**config.mk**
```make
export PLATFORM = sky130hd
export DESIGN_NAME = mem_access_stage
export DESIGN_NICKNAME = d
export VERILOG_FILES = /design/src/rtl/mem_access_stage.sv
export SDC_FILE = /design/constraint.sdc
export NUM_CORES = 1
export LEC_CHECK = 0
export CAP_MARGIN = 20
export CORE_MARGIN = 2
export CORE_UTILIZATION = 37
export DETAILED_ROUTE_END_ITERATION = 16
export GPL_TIMING_DRIVEN = 0
export PLACE_DENSITY = 0.85
export SYNTH_ARGS = -nofsm -noshare
export SYNTH_HDL_FRONTEND = slang
export SYNTH_SLANG_ARGS = --single-unit
```
**constraint.sdc**
```tcl
create_clock -name clk -period 6.4 [get_ports clk]
set_input_delay 1.92 -clock clk [delete_from_list [all_inputs] [get_ports clk]]
set_output_delay 1.92 -clock clk [all_outputs]
set_load 0.02 [all_outputs]
```
**src/rtl/mem_access_stage.sv**
```systemverilog
`default_nettype none
`timescale 1ns/1ps
`ifndef REGWIDTH
`define REGWIDTH 32
`endif
// mem_access_stage: RV32I memory-access stage for the data BRAM and switch/LED MMIO.
// Loads take three cycles (two stalled); stores complete in a single IDLE cycle.
module mem_access_stage #(
  parameter int unsigned RAM_ADDR_WIDTH = 14,
  parameter logic [31:0] IO_BASE        = 32'hFFFF_FC00
) (
  input  logic                      clk,
  input  logic                      rst,
  input  logic                      MemRead,
  input  logic                      MemWrite,
  input  logic [2:0]                funct3,
  input  logic [`REGWIDTH-1:0]      ALUResult,
  input  logic [`REGWIDTH-1:0]      ReadData2,
  output logic [RAM_ADDR_WIDTH-1:0] ram_addr,
  output logic [31:0]               ram_wdata,
  output logic [3:0]                ram_we,
  input  logic [31:0]               ram_rdata,
  input  logic [15:0]               switch_in,
  output logic [15:0]               led_out,
  output logic [`REGWIDTH-1:0]      MemData,
  output logic                      mem_valid,
  output logic                      mem_stall,
  output logic                      misaligned
);

  localparam logic [31:0] LED_ADDR = IO_BASE + 32'h60;
  localparam logic [31:0] SW_ADDR  = IO_BASE + 32'h70;

  typedef enum logic [1:0] {
    IDLE      = 2'd0,
    LOAD_WAIT = 2'd1,
    LOAD_DONE = 2'd2
  } state_t;

  state_t      state, state_nxt;
  logic [2:0]  lat_funct3;
  logic [1:0]  lat_off;
  logic        lat_io;
  logic        lat_sw;

  logic        ld_byte, ld_half, st_byte, st_half;
  logic        acc_byte, acc_half, aligned, is_io, store_ok;
  logic [31:0] rd_word, rd_shift, rd_ext;

  // Loads size on funct3[1:0] (bit 2 = unsigned); stores only know 000/001 as sub-word.
  assign ld_byte  = (funct3[1:0] == 2'b00);
  assign ld_half  = (funct3[1:0] == 2'b01);
  assign st_byte  = (funct3 == 3'b000);
  assign st_half  = (funct3 == 3'b001);
  assign acc_byte = MemRead ? ld_byte : st_byte;
  assign acc_half = MemRead ? ld_half : st_half;
  assign aligned  = acc_byte
                  | (acc_half & ~ALUResult[0])
                  | (~acc_byte & ~acc_half & (ALUResult[1:0] == 2'b00));
  assign is_io    = (ALUResult >= IO_BASE);
  assign store_ok = (state == IDLE) & MemWrite & ~MemRead & aligned;

  assign ram_addr  = ALUResult[RAM_ADDR_WIDTH+1:2];
  assign ram_wdata = st_byte ? {4{ReadData2[7:0]}} :
                     st_half ? {2{ReadData2[15:0]}} : ReadData2;

  always_ff @(posedge clk or posedge rst) begin
    if (rst) state <= IDLE;
    else     state <= state_nxt;
  end

  always_comb begin
    state_nxt  = state;
    mem_stall  = 1'b0;
    mem_valid  = 1'b0;
    misaligned = 1'b0;
    ram_we     = 4'b0000;
    if (!rst) begin
      case (state)
        IDLE: begin
          misaligned = (MemRead | MemWrite) & ~aligned;
          if (MemRead && aligned) begin
            state_nxt = LOAD_WAIT;
            mem_stall = 1'b1;
          end else if (store_ok && !is_io) begin
            if (st_byte)      ram_we = 4'b0001 << ALUResult[1:0];
            else if (st_half) ram_we = ALUResult[1] ? 4'b1100 : 4'b0011;
            else              ram_we = 4'b1111;
          end
        end
        LOAD_WAIT: begin
          mem_stall = 1'b1;
          state_nxt = LOAD_DONE;
        end
        LOAD_DONE: begin
          mem_valid = 1'b1;
          state_nxt = IDLE;
        end
        default: state_nxt = IDLE;
      endcase
    end
  end

  // IO reads are word-wide so sub-word loads of the switch register reuse the lane logic.
  always_comb begin
    rd_word  = lat_io ? (lat_sw ? {16'h0000, switch_in} : 32'h0) : ram_rdata;
    rd_shift = rd_word >> {lat_off, 3'b000};
    case (lat_funct3)
      3'b000:  rd_ext = {{24{rd_shift[7]}}, rd_shift[7:0]};
      3'b100:  rd_ext = {24'h0, rd_shift[7:0]};
      3'b001:  rd_ext = {{16{rd_shift[15]}}, rd_shift[15:0]};
      3'b101:  rd_ext = {16'h0, rd_shift[15:0]};
      default: rd_ext = rd_shift;
    endcase
  end

  always_ff @(posedge clk or posedge rst) begin
    if (rst) begin
      lat_funct3 <= 3'b000;
      lat_off    <= 2'b00;
      lat_io     <= 1'b0;
      lat_sw     <= 1'b0;
      MemData    <= '0;
      led_out    <= 16'h0000;
    end else begin
      if (state == IDLE) begin
        lat_funct3 <= funct3;
        lat_off    <= ALUResult[1:0];
        lat_io     <= is_io;
        lat_sw     <= ({ALUResult[31:2], 2'b00} == SW_ADDR);
      end
      if (state == LOAD_WAIT) MemData <= rd_ext;
      if (store_ok && ({ALUResult[31:2], 2'b00} == LED_ADDR)) led_out <= ReadData2[15:0];
    end
  end

endmodule
`default_nettype wire
```
==> impl_metrics.json <==
{
  "critical-path-slowest-cell": "sky130_fd_sc_hd__clkdlybuf4s50_1",
  "period_needed_ns": 6.19,
  "grt-ovfl-total": 0,
  "numClockSinks": 57,
  "drt-initial-drc-count": 125,
  "met2_length_mm": 6.42,
  "hold_path_end": "MemData[5]",
  "ff_to_ff_setup_slack_ns": 4.02,
  "r2r-end": "MemData[17]",
  "netlist_area_um2": 3610,
  "post-route-util": 0.640,
  "final.period_utilization": 0.967,
  "ctsLongestPathBuffers": 2,
  "worst_path_fanout_max": 10,
  "n_antenna_cell": 0,
  "seq_area_frac_synth": 0.395,
  "tritoncts": "done",
  "floorplan.core_area_um2": 9640,
  "hold_path.startpoint": "MemData[5]",
  "slowest_stage_delay_cp_ns": 0.64,
  "top_signal_layer_used": "met4",
  "synth-async-reset-ratio": 1.00,
  "dr_total_vias": 3881,
  "dpl.hpwl_mm": 10.6,
  "post-cts-setup-buffers": 0,
  "drt_drc_violations_left": 0,
  "arrival_time_at_the_worst_endpoint_ns": 4.27,
  "maxCapViolCount": 0,
  "wire_per_inst_um": 17.5,
  "hp-class": "flip-flop to flip-flop",
  "antenna_nets_post_route": 0,
  "post_drt_via_cell_ratio": 5.17,
  "clkLatencyLatePin_ns": 0.34,
  "yosys.area_share.simple": 0.153,
  "ys.flop_type": "sky130_fd_sc_hd__dfrtp_1",
  "pre_cts_slack_ns": -0.0466,
  "io-pin-count": 220,
  "synthXorXnorAreaFrac": 0,
  "end_kind": "output port",
  "finalHoldViolations": 0,
  "drt-total-wl_mm": 13.1,
  "maxSlewViolCount": 0,
  "powerDensity_nw_per_um2": 317,
  "placementRows": 36,
  "antenna_found_initial": 0,
  "routed-wl-met3_mm": 1.24,
  "postSynthAreaPerCell_um2": 9.47,
  "startpoint_type": "input port",
  "grt_pass1_vias": 4011,
  "syn-num-nets": 500,
  "total_global_route_track_usage": 0.247,
  "worst_ir_drop_vdd_mv": 0.131,
  "synth_enable_flop_cells": 0,
  "clk_pin_slew_ns": 0.07,
  "place.gp.congestion": 0.881,
  "status": "finished clean",
  "rsz0062_at_grt": "no",
  "max_clock_freq_mhz": 162,
  "totalNegativeSetupSlack_ns": 0,
  "crit_type": "input port to output port",
  "first_pass_iters": 5,
  "chipHeight_um": 103,
  "die-width_um": 103,
  "number_of_storage_elements_in_the_synthesis_netlist": 57,
  "max_slew.worst_pin.slew_ns": 0.950,
  "largest_family_of_logic_cells_by_synthesized_area": "compound AO/OA/AOI/OAI gates",
  "finish.instance_area_um2": 6170,
  "slew-limit-headroom": 0.362,
  "post-route-worst-setup-slack_ns": 0.209,
  "adder_cell_share_of_the_synthesized_area": 0,
  "route.layer.met1.wl_mm": 5.14,
  "yosys-mux-area-fraction": 0.176,
  "total_leakage_power_nw": 2.51,
  "path_buf_inv": 3,
  "postSynthCellCount": 381,
  "area_delta_synth_final_pct": 70.8,
  "root_buffer": "sky130_fd_sc_hd__clkbuf_8",
  "setup_violations": 0,
  "critPathRequiredTime_ns": 4.48,
  "h-tree-depth": 3,
  "worstRegToRegCells": 6,
  "drive_above_1_share": 0.144,
  "cpMostUsedCell": "sky130_fd_sc_hd__clkdlybuf4s50_1",
  "grt_start_max_net_pins": 43,
  "clock_skew_ns": 0.00797,
  "fin_nets": 731,
  "synth-compound-area-share": 0.196,
  "placed_cell_area_um2": 5980,
  "design.die.area_um2": 10600,
  "hold_depth": 2,
  "initial_utilization": 0.374,
  "reg2reg_from": "lat_off[0]",
  "yosys.cell_types.count": 48,
  "global_route_wire_length_before_repair_mm": 19.7,
  "yosysWarnings": 0,
  "path_delay_family": "buffers and inverters",
  "portBuffers": 218,
  "cts-buffers-inserted": 9,
  "crit_chain": "clkdlybuf4s50_1, nor2_2, clkbuf_1, nor2_1, a21oi_1, clkdlybuf4s50_1"
}
-- cell usage after synthesis (2+ instances only) --
library cell / instances / share of area
sky130_fd_sc_hd__a211oi_1: 9 / 0.019
sky130_fd_sc_hd__nand2b_1: 12 / 0.021
sky130_fd_sc_hd__mux2_2: 27 / 0.084
sky130_fd_sc_hd__dfrtp_1: 57 / 0.40
sky130_fd_sc_hd__nand2_1: 38 / 0.040
sky130_fd_sc_hd__buf_1: 3 / 0.0031
sky130_fd_sc_hd__mux2_4: 10 / 0.042
sky130_fd_sc_hd__buf_4: 22 / 0.046
sky130_fd_sc_hd__a21oi_1: 41 / 0.057
sky130_fd_sc_hd__nor2b_1: 3 / 0.0052
sky130_fd_sc_hd__clkbuf_1: 14 / 0.015
sky130_fd_sc_hd__nor4_1: 2 / 0.0035
sky130_fd_sc_hd__inv_1: 7 / 0.0073
sky130_fd_sc_hd__a2bb2oi_1: 7 / 0.017
sky130_fd_sc_hd__nor3_1: 4 / 0.0055
sky130_fd_sc_hd__a221oi_1: 7 / 0.017
sky130_fd_sc_hd__o21ai_0: 15 / 0.021
sky130_fd_sc_hd__a22oi_1: 7 / 0.015
sky130_fd_sc_hd__mux2i_1: 16 / 0.044
sky130_fd_sc_hd__nor2_1: 40 / 0.042
sky130_fd_sc_hd__o22a_1: 8 / 0.019
sky130_fd_sc_hd__nand4_1: 6 / 0.010
-- state kept, by name, summed over array words and instances, names as in the netlist --
register    cells
lat_sw          1
lat_off         2
lat_io          1
MemData        32
lat_funct3      3
state           2
led_out        16
-- per-layer routing --
metal	GRT usage	vias up
met5	0	-
met4	0.107	0
met3	0.0739	28
met2	0.431	204
met1	0.280	1824
li1	-	1825
-- tightest hold or removal path, delay by kind of cell (launching register included) --
kind,cells,cell delay (ns)
and+or+nand+nor,1,0.05
AOI/OAI and AO/OA,1,0.06
DFF,1,0.35
-- cell usage in the layout, fill, tap and decap left out, types with 4 or more instances in the layout --
cell type / Yosys / routed
sky130_fd_sc_hd__clkdlybuf4s50_1: 0 / 218
sky130_fd_sc_hd__dfrtp_1: 57 / 57
sky130_fd_sc_hd__a21oi_1: 41 / 41
sky130_fd_sc_hd__nor2_1: 40 / 39
sky130_fd_sc_hd__nand2_1: 38 / 38
sky130_fd_sc_hd__mux2_2: 27 / 27
sky130_fd_sc_hd__buf_4: 22 / 22
sky130_fd_sc_hd__mux2i_1: 16 / 16
sky130_fd_sc_hd__o21ai_0: 15 / 15
sky130_fd_sc_hd__clkbuf_1: 14 / 14
sky130_fd_sc_hd__nand2b_1: 12 / 12
sky130_fd_sc_hd__clkbuf_8: 0 / 11
sky130_fd_sc_hd__mux2_4: 10 / 10
sky130_fd_sc_hd__a211oi_1: 9 / 9
sky130_fd_sc_hd__o22a_1: 8 / 8
sky130_fd_sc_hd__a22oi_1: 7 / 7
sky130_fd_sc_hd__a2bb2oi_1: 7 / 7
sky130_fd_sc_hd__a221oi_1: 7 / 7
sky130_fd_sc_hd__inv_1: 7 / 6
sky130_fd_sc_hd__nand4_1: 6 / 6
sky130_fd_sc_hd__nor3_1: 4 / 4
-- layout make-up --
| cell class | instances | area [um^2] |
|---|---|---|
| fill | 790 | 3470 |
| timing repair buffer | 220 | 2210 |
| multi-input combinational | 275 | 1900 |
| sequential | 57 | 1430 |
| buffer | 42 | 260 |
| tap | 133 | 166 |
| clock buffer | 11 | 151 |
| clock inverter | 5 | 30.0 |
| inverter | 7 | 26.3 |
-- cells by family (layout without fill, tap and decap cells) --
logic type             Yosys count  after routing
AND/OR/NAND/NOR                116            116
flip-flops                      57             57
buffers and inverters           49            285
multiplexers                    54             54
AO/OA/AOI/OAI                  105            105
-- how the worst max path moves through the flow --
stage	cells after the start	from	end	slack, ns
3_3_place_gp	4	rst	mem_valid	-0.55
5_1_grt	6	funct3[2]	ram_wdata[30]	0.03
3_5_place_dp	6	funct3[1]	ram_wdata[30]	-0.05
4_1_cts	6	funct3[2]	ram_wdata[30]	0.17
6_report	6	funct3[1]	ram_wdata[30]	0.21
2_1_floorplan	2	rst	mem_valid	0.94
-- through the flow --
| step | std cells | total power, mW | hold WS [ns] |
|---|---|---|---|
| 2_1_floorplan | 381 | 1.17 | 0.487 |
| 6_report | 750 | 1.96 | 0.489 |
| 5_1_grt | 750 | 2.08 | 0.529 |
| 3_3_place_gp | 732 | 1.62 | 0.466 |
| 3_5_place_dp | 734 | 1.65 | 0.475 |
| 4_1_cts | 750 | 1.96 | 0.495 |
-- repair_timing --
| action | 4_1_cts | 5_1_grt |
|---|---|---|
| hold buffers | 0 | 0 |
| gates resized for setup | 1 | 0 |
| setup endpoints to repair | 2 | 0 |
-- where the power goes --
| group | internal, mW | total (mW) | switching [mW] |
|---|---|---|---|
| Clock | 0.159 | 0.314 | 0.155 |
| Combinational | 0.504 | 1.08 | 0.575 |
| Sequential | 0.484 | 0.564 | 0.0801 |
No activity file was read; power rests on OpenSTA's default activity.
